<file path="src/rtl/fetch_pc_gen.sv">
// fetch_pc_gen: fetch PC register, group advance, per-slot PCs/valids,
// and buffering of redirects that arrive while fetch is stalled.
//
// Ports:
//   clk, reset            clock, async active-high reset
//   stall_i               hold the PC this cycle
//   redirect_valid_i/pc_i redirect request and target
//   pc_o                  registered fetch PC
//   slot_pc_o             slot i PC in [i*WIDTH +: WIDTH]
//   slot_valid_o          lanes at or after the PC within its group
//   fetch_valid_o         current group is consumed by fetch
//   redirect_pending_o    a buffered redirect is waiting
module fetch_pc_gen #(
  parameter int WIDTH       = 32,
  parameter int RESET_PC    = 4,
  parameter int FETCH_WIDTH = 2,
  parameter int INSTR_BYTES = 4
) (
  input  logic                         clk,
  input  logic                         reset,
  input  logic                         stall_i,
  input  logic                         redirect_valid_i,
  input  logic [WIDTH-1:0]             redirect_pc_i,
  output logic [WIDTH-1:0]             pc_o,
  output logic [FETCH_WIDTH*WIDTH-1:0] slot_pc_o,
  output logic [FETCH_WIDTH-1:0]       slot_valid_o,
  output logic                         fetch_valid_o,
  output logic                         redirect_pending_o
);

  localparam int G  = FETCH_WIDTH * INSTR_BYTES;
  localparam int IB = $clog2(INSTR_BYTES);

  localparam logic [WIDTH-1:0] GRP_SZ = WIDTH'(G);
  localparam logic [WIDTH-1:0] GRP_MK = ~(WIDTH'(G) - 1'b1);
  localparam logic [WIDTH-1:0] INS_MK = ~(WIDTH'(INSTR_BYTES) - 1'b1);

  typedef enum logic [1:0] {
    S_BOOT = 2'd0,
    S_RUN  = 2'd1,
    S_HOLD = 2'd2
  } state_t;

  state_t           r_state;
  state_t           w_state_nxt;
  logic [WIDTH-1:0] r_pc;
  logic [WIDTH-1:0] r_pend;
  logic [WIDTH-1:0] w_pc_nxt;
  logic [WIDTH-1:0] w_pend_nxt;
  logic [WIDTH-1:0] w_tgt;
  logic [WIDTH-1:0] w_next_grp;
  logic [WIDTH-1:0] w_off;

  assign w_tgt      = redirect_pc_i & INS_MK;
  assign w_next_grp = (r_pc & GRP_MK) + GRP_SZ;
  // lane index of the PC inside its aligned group
  assign w_off      = (r_pc >> IB) % WIDTH'(FETCH_WIDTH);

  always_ff @(posedge clk or posedge reset) begin
    if (reset) r_state <= S_BOOT;
    else       r_state <= w_state_nxt;
  end

  always_ff @(posedge clk or posedge reset) begin
    if (reset) begin
      r_pc   <= WIDTH'(RESET_PC);
      r_pend <= '0;
    end else begin
      r_pc   <= w_pc_nxt;
      r_pend <= w_pend_nxt;
    end
  end

  always_comb begin
    w_state_nxt = r_state;
    w_pc_nxt    = r_pc;
    w_pend_nxt  = r_pend;
    unique case (r_state)
      S_BOOT: begin
        if (redirect_valid_i) begin
          w_pend_nxt  = w_tgt;
          w_state_nxt = S_HOLD;
        end else begin
          w_state_nxt = S_RUN;
        end
      end
      S_RUN: begin
        if (!stall_i) begin
          w_pc_nxt = redirect_valid_i ? w_tgt : w_next_grp;
        end else if (redirect_valid_i) begin
          w_pend_nxt  = w_tgt;
          w_state_nxt = S_HOLD;
        end
      end
      S_HOLD: begin
        if (stall_i) begin
          if (redirect_valid_i) w_pend_nxt = w_tgt;
        end else begin
          // a live redirect is younger than the buffered one
          w_pc_nxt    = redirect_valid_i ? w_tgt : r_pend;
          w_pend_nxt  = '0;
          w_state_nxt = S_RUN;
        end
      end
      default: w_state_nxt = S_BOOT;
    endcase
  end

  always_comb begin
    pc_o               = r_pc;
    fetch_valid_o      = (r_state == S_RUN) && !stall_i;
    redirect_pending_o = (r_state == S_HOLD);
    slot_pc_o          = '0;
    slot_valid_o       = '0;
    for (int i = 0; i < FETCH_WIDTH; i++) begin
      slot_pc_o[i*WIDTH +: WIDTH] = r_pc + WIDTH'(i * INSTR_BYTES);
      slot_valid_o[i] = WIDTH'(i) < (WIDTH'(FETCH_WIDTH) - w_off);
    end
  end

endmodule

</file>
<file path="config.mk">
export PLATFORM = sky130hd
export DESIGN_NAME = fetch_pc_gen
export DESIGN_NICKNAME = d
export VERILOG_FILES = /design/src/rtl/fetch_pc_gen.sv
export SDC_FILE = /design/constraint.sdc
export NUM_CORES = 1
export LEC_CHECK = 0
export CAP_MARGIN = 20
export CORE_MARGIN = 1
export CORE_UTILIZATION = 52
export DETAILED_ROUTE_END_ITERATION = 8
export PLACE_DENSITY = 0.92
export SYNTH_ARGS = -nofsm -noshare
export SYNTH_HDL_FRONTEND = slang
export SYNTH_SLANG_ARGS = --single-unit
export TNS_END_PERCENT = 10
</file>
<file path="constraint.sdc">
create_clock -name clk -period 3.95 [get_ports clk]
set_input_delay 0.79 -clock clk [delete_from_list [all_inputs] [get_ports clk]]
set_output_delay 0.79 -clock clk [all_outputs]
set_load 0.005 [all_outputs]
</file>
==> impl_metrics.py, run 1 <==
metrics = {
    "floorplanning": {
        "die_area_um2": 9130,
        "coreArea_um2": 8340,
        "initial_utilization": 0.545,
        "rows": 33,
        "die_y_um": 95.5,
        "die_width_um": 95.5,
        "io_pins": 136,
    },
    "finish": {
        "n_fill_cell": 637,
        "seqCellArea_um2": 1650,
        "syn_to_final_growth_pct": 28.8,
        "drive_above_1_share": 0.0692,
        "n_antenna_cell": 0,
        "multi_input_area_um2": 2420,
        "nets": 640,
    },
    "timing": {
        "rsz0062_at_grt": "no",
        "slew_violations": 0,
        "min_period_ns": 3.73,
        "worstMarginPinSlew_ns": 1.02,
        "slew_headroom": 0.317,
        "tns_ns": 0,
        "whs_ns": 0.499,
        "clock-skew-final_ns": 0.0115,
        "finalHoldViolCount": 0,
        "min_period_over_period": 0.944,
        "timing.fmax_mhz": 268,
        "setup_violations": 0,
    },
    "drt": {
        "routed_wl_mm": 13.8,
        "drcViolationCount": 0,
        "wl_per_cell_um": 19.4,
        "antenna_left": 0,
        "drt_iter0_drc": 389,
        "vias_per_cell": 6.46,
        "vias": 4603,
        "firstDrtPassIters": 5,
    },
    "logic_synthesis": {
        "synthArstFlopShare": 1.00,
        "syn_nets": 563,
        "synth-seq-area-share": 0.363,
        "synthCells": 525,
        "synth_seq_cells": 66,
        "ys_warn_count": 0,
        "synth_top_area_frac": 0.358,
        "netlist_top_cells_area": "dfrtp_1 36%, a22o_1 6.4%, buf_4 5.9%",
        "synth_edf_count": 0,
        "ys.flop_type": "dfrtp_1",
        "avgSynthCellArea_um2": 8.67,
        "synth_cell_types": 55,
        "synth_top_cell_by_area": "dfrtp_1",
        "synthesis.area_um2": 4550,
    },
    "clock_tree": {
        "clock_latency_ns": 0.35,
        "post_cts_resized": 0,
        "postCtsSetupBuffers": 0,
        "numCtsBuffers": 9,
        "cts_hold_buf": 0,
        "cts_tree": "yes",
        "clk_pin_slew_ns": 0.08,
        "root_buffer": "clkbuf_8",
        "htree_num_levels": 3,
        "clk_path_buf_depth": 2,
        "clock-sinks": 66,
    },
    "global_routing": {
        "grt_use_total": 0.310,
        "grt.overflow.total": 0,
        "antenna_found_initial": 0,
        "grt_first_pass_wirelength_mm": 21.4,
        "grt_max_degree": 67,
        "grt_pass1_vias": 4295,
    },
    "pwr": {
        "finalPower_mw": 4.30,
        "power_density_nw_per_um2": 733,
        "leakagePower_nw": 2.28,
        "ir_worst_vdd_v": 0.000394,
    },
    "worst_setup_path": {
        "crit_path_end_kind": "output pin",
        "rrSetupSlack_ns": 1.41,
        "slowest_stage": "or4_4",
        "slowest_delay_ns": 0.66,
        "cp_max_fo": 12,
        "worstPathRequired_ns": 3.16,
        "path_class": "flop to output pin",
        "crit_chain": "nand4_2, or4_4, nor4_2, xor2_1, clkdlybuf4s50_1",
        "worstReg2RegEnd": "pc_o[24]",
        "arrival_ns": 2.94,
        "r2r-start": "r_state[0]",
        "r2r_cells": 4,
        "crit_path_start_kind": "flop",
    },
    "placed_design": {
        "place.gp.congestion": 0.892,
        "portBuffers": 132,
        "dp_hpwl_mm": 9.50,
    },
    "hold_path": {
        "min_from": "r_pend[1]",
        "min_path_type": "flop to flop",
        "hold_path_end": "r_pend[1]",
        "whs_path_depth": 1,
    },
    "job": {
        "maxCapViolCount": 0,
    },
    "status": {
        "status": "finished clean",
    },
}
report_power, final:
part / internal, mW / switching (mW) / leakage, nW
registers: 0.971 / 0.445 / 0.812
clock network: 0.261 / 0.271 / 0.0924
logic: 1.31 / 1.04 / 1.37
through the flow:
step / cell area (um2) / util / worst slack [ns] / instances
CTS: 5850 / 0.702 / 0.126 / 712
global route: 5860 / 0.702 / 0.121 / 712
floorplan: 4550 / - / 1.11 / 525
detailed placement: 5670 / 0.680 / 0.528 / 696
finish: 5860 / 0.702 / 0.219 / 712
global placement: 5670 / 0.680 / 0.568 / 696
worst max-delay path by stage:
stage                        from            end  slack [ns]  cells after the start
after floorplan           pc_o[4]  slot_pc_o[61]        1.11                      6
after global placement    pc_o[3]  slot_pc_o[61]        0.57                      6
after detailed placement  pc_o[3]  slot_pc_o[61]        0.53                      6
after CTS                 pc_o[7]  slot_pc_o[61]        0.13                      5
after global routing      pc_o[3]  slot_pc_o[53]        0.12                      6
final                     pc_o[7]  slot_pc_o[61]        0.22                      5
Yosys cell counts, drive strengths merged, types with 2 or more instances:
| master | number |
|---|---|
| a22o | 33 |
| or2 | 2 |
| dfrtp | 65 |
| o21a | 3 |
| a31oi | 8 |
| o21ai | 27 |
| nor2b | 2 |
| and3 | 10 |
| xor2 | 5 |
| a221oi | 4 |
| o2bb2ai | 6 |
| mux2i | 12 |
| clkbuf | 36 |
| o22ai | 4 |
| ha | 2 |
| nand3b | 3 |
| or3 | 4 |
| o311ai | 8 |
| nand3 | 26 |
| nor4 | 8 |
| and4 | 3 |
| o211ai | 13 |
| and2 | 10 |
| xnor2 | 24 |
| nor2 | 20 |
| nor3b | 2 |
| nor3 | 14 |
| or4 | 6 |
| a21oi | 8 |
| o31ai | 5 |
| buf | 46 |
| nand4b | 3 |
| nand2 | 50 |
| nand2b | 14 |
| nand4 | 20 |
| inv | 8 |
layout by cell type (no fill, tap or decap), drive strengths merged, types with 13 or more instances in the layout:
cell type	instances
xnor2	24
o21ai	27
dfrtp	65
nand4	20
nand3	26
o211ai	13
nand2b	14
nor3	14
a22o	33
clkdlybuf4s50	132
nor2	20
buf	16
nand2	50
cells by family after synthesis:
kind of cell    Yosys count  share of synthesized area
compound gates          126                      0.202
xor+xnor                 29                     0.0558
fa+ha+maj                 2                    0.00550
buf+inv                  91                      0.107
flops                    66                      0.363
mux                      13                     0.0289
other cells               1                   0.000824
simple gates            197                      0.237
flip-flops by register name (all words and copies together) (netlist names):
name / flops
pc_o: 32
r_pend: 32
r_state: 2
worst max-delay path: cells and delay by family (launching register included):
family                 cells  cell delay, ns
AND/OR/NAND/NOR            3            1.27
flip-flops                 1            0.63
XOR/XNOR                   1            0.17
buffers and inverters      1            0.52
routing by layer:
| metal | wire length [um] | vias to the layer above | track usage | share of wire |
|---|---|---|---|---|
| met1 | 5500 | 2222 | 0.411 | 0.40 |
| li1 | - | 2043 | - | - |
| met4 | 503 | 0 | 0.182 | 0.036 |
| met5 | 0 | - | 0 | 0 |
| met2 | 6400 | 287 | 0.457 | 0.46 |
| met3 | 1420 | 51 | 0.0774 | 0.10 |
cell type report:
cell class / count / share of cell area
Tap cell: 105 / 0.0224
Inverter: 9 / 0.00577
Timing Repair Buffer: 148 / 0.246
Clock inverter: 4 / 0.00449
Sequential cell: 66 / 0.282
Clock buffer: 12 / 0.0265
Multi-Input combinational cell: 368 / 0.413
(Power assumes the default switching activity.)
==> inputs of run 2 (changes only) <==
--- a/config.mk
+++ b/config.mk
@@ -10,6 +10,7 @@
 export CORE_UTILIZATION = 52
 export DETAILED_ROUTE_END_ITERATION = 8
 export PLACE_DENSITY = 0.92
+export REMOVE_ABC_BUFFERS = 1
 export SYNTH_ARGS = -nofsm -noshare
 export SYNTH_HDL_FRONTEND = slang
 export SYNTH_SLANG_ARGS = --single-unit
==> impl_metrics.py, run 2 (synthesized netlist as in run 1, its figures left out) <==
metrics = {
    "status": {
        "status": "finished clean",
    },
    "worst_setup_path": {
        "worstReg2RegEnd": "pc_o[29]",
        "crit_path_end_kind": "output pin",
        "slowest_stage": "or4_4",
        "crit_cells": 6,
        "slowest_delay_ns": 0.65,
        "crit_path_start_kind": "flop",
        "cp_max_fo": 9,
        "path_buf_inv": 1,
        "cp-endpoint": "slot_pc_o[61]",
        "r2r_cells": 8,
        "path_class": "flop to output pin",
        "arrival_ns": 3.02,
        "crit_chain": "ha_2, nand4_2, or4_4, nor4_2, xor2_1, clkdlybuf4s50_1",
        "path_delay_family": "simple AND/OR/NAND/NOR gates",
        "rrSetupSlack_ns": 1.48,
        "worstPathRequired_ns": 3.16,
        "crit_path_start": "pc_o[4]",
        "r2r-start": "r_state[1]",
    },
    "drt": {
        "antenna_left": 0,
        "vias_per_cell": 6.56,
        "met1Wirelength_mm": 5.54,
        "wl_met2_mm": 6.63,
        "vias": 4677,
        "firstDrtPassIters": 5,
        "wl_per_cell_um": 19.5,
        "drcViolationCount": 0,
        "highest_layer": "met4",
        "wl_met3_mm": 1.42,
        "routed_wl_mm": 13.9,
        "drt_iter0_drc": 420,
    },
    "clock_tree": {
        "htree_num_levels": 3,
        "root_buffer": "clkbuf_8",
        "numCtsBuffers": 9,
        "clock_latency_ns": 0.35,
        "clk_path_buf_depth": 2,
        "clock-sinks": 66,
        "cts_tree": "yes",
        "clk_pin_slew_ns": 0.08,
    },
    "finish": {
        "layout_common_cells": "132 x clkdlybuf4s50_1, 64 x dfrtp_1, 50 x nand2_1",
        "n_antenna_cell": 0,
        "nets": 641,
        "seqCellArea_um2": 1650,
        "syn_to_final_growth_pct": 29.5,
        "drive_above_1_share": 0.0740,
        "final_common_cell": "clkdlybuf4s50_1",
        "multi_input_area_um2": 2420,
        "n_fill_cell": 668,
    },
    "timing": {
        "clock-skew-final_ns": 0.0101,
        "slew_headroom": 0.265,
        "tns_ns": 0,
        "worstMarginPinSlew_ns": 1.09,
        "min_period_ns": 3.81,
        "rsz0062_at_grt": "no",
        "finalHoldViolCount": 0,
        "min_period_over_period": 0.964,
        "timing.final.ws_setup_ns": 0.141,
        "timing.fmax_mhz": 263,
        "setup_violations": 0,
        "slew_violations": 0,
    },
    "floorplanning": {
        "die_y_um": 95.5,
        "coreArea_um2": 8340,
        "rows": 33,
        "die_width_um": 95.5,
        "io_pins": 136,
        "initial_utilization": 0.545,
        "die_area_um2": 9130,
    },
    "placed_design": {
        "place_ws_ns": 0.279,
        "dp_hpwl_mm": 9.31,
        "place.gp.congestion": 0.917,
        "portBuffers": 132,
    },
    "global_routing": {
        "antenna_found_initial": 0,
        "grt.overflow.total": 0,
        "grt_first_pass_wirelength_mm": 22.2,
        "grt_pass1_vias": 4472,
        "grt_max_degree": 58,
        "grt_use_total": 0.317,
    },
    "job": {
        "maxCapViolCount": 0,
    },
    "pwr": {
        "leakagePower_nw": 2.29,
        "ir_worst_vdd_v": 0.000531,
        "power_density_nw_per_um2": 745,
    },
    "hold_path": {
        "min_path_type": "flop to flop",
    },
}
-- run 2: repair_timing --
action	4_1_cts	5_1_grt
setup buffers	0	0
gates resized for setup	1	2
hold buffers	0	0
pin swaps	0	0
endpoints found under the setup margin	1	6
-- run 2: metrics by stage --
step	instances	hold WS, ns	power [mW]	instance area (um2)	utilization
after global placement	697	0.472	3.66	5680	0.681
after global routing	713	0.519	4.66	5890	0.707
after detailed placement	697	0.477	3.75	5680	0.681
after CTS	713	0.497	4.36	5890	0.706
after floorplan	443	0.453	2.35	4100	-
final	713	0.498	4.39	5890	0.707
-- run 2: final cells by class --
type | count | area share
Tap cell | 105 | 0.0223
Inverter | 9 | 0.00573
Clock inverter | 4 | 0.00849
Timing Repair Buffer | 149 | 0.246
Sequential cell | 66 | 0.281
Multi-Input combinational cell | 368 | 0.411
Clock buffer | 12 | 0.0263
-- run 2: worst register-to-register path, delay by kind of cell (launching register included) --
kind	cells	cell delay, ns
flip-flops	1	0.50
AO/OA/AOI/OAI	2	0.31
AND/OR/NAND/NOR	2	0.64
buffers and inverters	4	0.94
-- run 2: worst min-delay path by stage --
| stage | slack (ns) | end | cells after the start | from |
|---|---|---|---|---|
| global placement | 0.47 | r_pend[0] | 1 | r_pend[0] |
| detailed placement | 0.48 | r_pend[0] | 1 | r_pend[0] |
| finish | 0.50 | r_pend[0] | 1 | r_pend[0] |
| floorplan | 0.45 | r_pend[0] | 1 | r_pend[0] |
| CTS | 0.50 | r_pend[0] | 1 | r_pend[0] |
| global route | 0.52 | r_pend[9] | 1 | r_pend[9] |
-- run 2: report_power, final --
part	switching (mW)	internal [mW]
clock network	0.276	0.325
logic	1.04	1.32
registers	0.463	0.973
-- run 2: routing by layer --
metal	GRT usage	vias up
met5	0	-
met4	0.127	0
met3	0.0470	35
met2	0.521	332
met1	0.419	2264
li1	-	2046
==> inputs of run 3 (changes only) <==
--- a/config.mk
+++ b/config.mk
@@ -5,11 +5,12 @@
 export SDC_FILE = /design/constraint.sdc
 export NUM_CORES = 1
 export LEC_CHECK = 0
+export ABC_AREA = 1
 export CAP_MARGIN = 20
 export CORE_MARGIN = 1
 export CORE_UTILIZATION = 52
 export DETAILED_ROUTE_END_ITERATION = 8
-export PLACE_DENSITY = 0.92
+export PLACE_DENSITY = 0.91
 export REMOVE_ABC_BUFFERS = 1
 export SYNTH_ARGS = -nofsm -noshare
 export SYNTH_HDL_FRONTEND = slang
==> impl_metrics.py, run 3 <==
metrics = {
    "logic_synthesis": {
        "synth.most_common_cell": "nand2_1",
        "synth_top_area_frac": 0.346,
        "ys_warn_count": 0,
        "avgSynthCellArea_um2": 7.02,
        "synthesis.area_um2": 4700,
        "netlist_top_cells_area": "dfrtp_1 35%, nand2_1 11%, inv_1 7.3%",
        "synthCells": 670,
        "synth_top_cell_by_area": "dfrtp_1",
        "ys.flop_type": "dfrtp_1",
        "synth_seq_cells": 66,
        "synth_edf_count": 0,
        "synthArstFlopShare": 1.00,
        "netlist_top_cells_count": "141 x nand2_1, 92 x inv_1, 65 x dfrtp_1",
        "synth_cell_types": 44,
        "synth-seq-area-share": 0.351,
    },
    "floorplanning": {
        "io_pins": 136,
        "coreArea_um2": 8720,
        "die_width_um": 97.1,
        "initial_utilization": 0.539,
        "rows": 34,
        "die_y_um": 97.1,
        "die_area_um2": 9430,
    },
    "placed_design": {
        "portBuffers": 132,
        "placed_cell_area_um2": 5810,
        "place_ws_ns": 0.630,
        "dp_hpwl_mm": 10.0,
        "dp.cells": 854,
        "place.gp.congestion": 0.872,
    },
    "clock_tree": {
        "cts_hold_buf": 0,
        "numCtsBuffers": 9,
        "htree_num_levels": 3,
        "cts_tree": "yes",
        "clk_path_buf_depth": 2,
        "clk_pin_slew_ns": 0.07,
        "postCtsSetupBuffers": 0,
        "root_buffer": "clkbuf_8",
        "post_cts_resized": 0,
        "clock_latency_ns": 0.34,
        "clock-sinks": 66,
    },
    "worst_setup_path": {
        "cp_max_fo": 15,
        "crit_path_end_kind": "output pin",
        "worstPathRequired_ns": 3.16,
        "crit_path_start_kind": "flop",
        "path_class": "flop to output pin",
        "r2r_cells": 9,
        "arrival_ns": 2.93,
    },
    "pwr": {
        "ir_worst_vdd_v": 0.000547,
        "leakagePower_nw": 2.71,
        "power_density_nw_per_um2": 734,
        "finalPower_mw": 4.41,
    },
    "hold_path": {
        "whs_path_depth": 2,
        "min_path_type": "flop to flop",
    },
    "timing": {
        "slew_violations": 0,
        "slew_headroom": 0.419,
        "min_period_over_period": 0.942,
        "tns_ns": 0,
        "setup_violations": 0,
        "clock-skew-final_ns": 0.0120,
        "worstMarginPinSlew_ns": 0.872,
        "finalHoldViolCount": 0,
        "timing.final.ws_setup_ns": 0.228,
        "timing.fmax_mhz": 269,
        "rsz0062_at_grt": "no",
        "min_period_ns": 3.72,
    },
    "global_routing": {
        "grt_use_total": 0.300,
        "grt_first_pass_wirelength_mm": 22.8,
        "antenna_found_initial": 0,
        "grt_pass1_vias": 4681,
        "grt.overflow.total": 0,
        "grt_max_degree": 67,
    },
    "drt": {
        "vias_per_cell": 5.58,
        "firstDrtPassIters": 5,
        "routed_wl_mm": 14.0,
        "vias": 4860,
        "antenna_left": 0,
        "wl_per_cell_um": 16.0,
        "drcViolationCount": 0,
        "drt_iter0_drc": 330,
    },
    "finish": {
        "instances_no_fill": 871,
        "drive_above_1_share": 0.0655,
        "final_common_cell": "nand2_1",
        "final_area_um2": 6000,
        "layout_common_cells": "141 x nand2_1, 131 x clkdlybuf4s50_1, 91 x inv_1",
        "n_antenna_cell": 0,
        "n_fill_cell": 720,
        "seqCellArea_um2": 1650,
        "syn_to_final_growth_pct": 27.6,
        "nets": 796,
        "multi_input_area_um2": 2290,
    },
    "job": {
        "maxCapViolCount": 0,
    },
    "status": {
        "status": "finished clean",
    },
}
## run 3: cell count changes after synthesis, moves of 11 or more
cell      before  now
nor2_1        20   52
a22o_1        33    0
xnor2_1       24    1
mux2i_1       12    0
nand4_1       18    6
o211ai_1      13    0
o22ai_1        4   34
xor2_1         5   22
nand2_1       50  141
inv_1          8   92
clkbuf_1      35   11
o21ai_1        0   11
a21oi_1        8   35
nand2b_1      14    1
## run 3: layout make-up
cell class,count,area share
Clock buffer,11,0.0236
Clock inverter,5,0.00500
Inverter,100,0.0626
Multi-Input combinational cell,442,0.382
Sequential cell,66,0.275
Tap cell,108,0.0225
Timing Repair Buffer,139,0.229
## run 3: layer usage
layer | track usage | vias to the layer above | routed length, um
met3 | 0.0460 | 21 | 923
met1 | 0.396 | 2312 | 6160
met2 | 0.501 | 204 | 6680
met4 | 0.102 | 0 | 200
met5 | 0 | - | 0
li1 | - | 2323 | -
## run 3: cells by family (layout without fill, tap and decap cells)
| group | Yosys count | count (layout) | share of synthesized area |
|---|---|---|---|
| xor gates and xnor gates | 23 | 23 | 0.0428 |
| and+or+nand+nor | 268 | 268 | 0.247 |
| adders and majority gates | 2 | 2 | 0.00532 |
| buffers and inverters | 162 | 255 | 0.163 |
| DFF | 66 | 66 | 0.351 |
| other | 1 | 1 | 0.000797 |
| AOI/OAI and AO/OA | 148 | 148 | 0.190 |
## run 3: final timing paths
path | startpoint | end | slack [ns]
max in group asynchronous | reset | r_pend[13] | 2.35
min | r_pend[0] | r_pend[0] | 0.51
max reg2reg | r_state[0] | pc_o[8] | 1.74
max | pc_o[2] | slot_pc_o[62] | 0.23
min reg2reg | r_pend[0] | r_pend[0] | 0.51
min in group asynchronous | reset | r_pend[21] | 1.03
## run 3: power by group
group          internal [mW]  total (mW)  switching, mW
registers              0.966        1.38          0.414
logic                   1.30        2.51           1.21
clock network          0.242       0.520          0.278
## run 3: per-stage QoR
stage | util | hold WS (ns)
after floorplan | - | 0.460
after global placement | 0.667 | 0.472
after detailed placement | 0.667 | 0.498
after CTS | 0.686 | 0.510
after global routing | 0.688 | 0.553
final | 0.688 | 0.510
## run 3: critical path, stage by stage (launching register included)
cell	delay, ns
dfstp_2	0.72
ha_1	0.26
nand3_1	0.18
nor2_4	0.20
nand2_1	0.18
nor2_1	0.24
nand2_1	0.09
xor2_1	0.19
clkdlybuf4s50_1	0.53
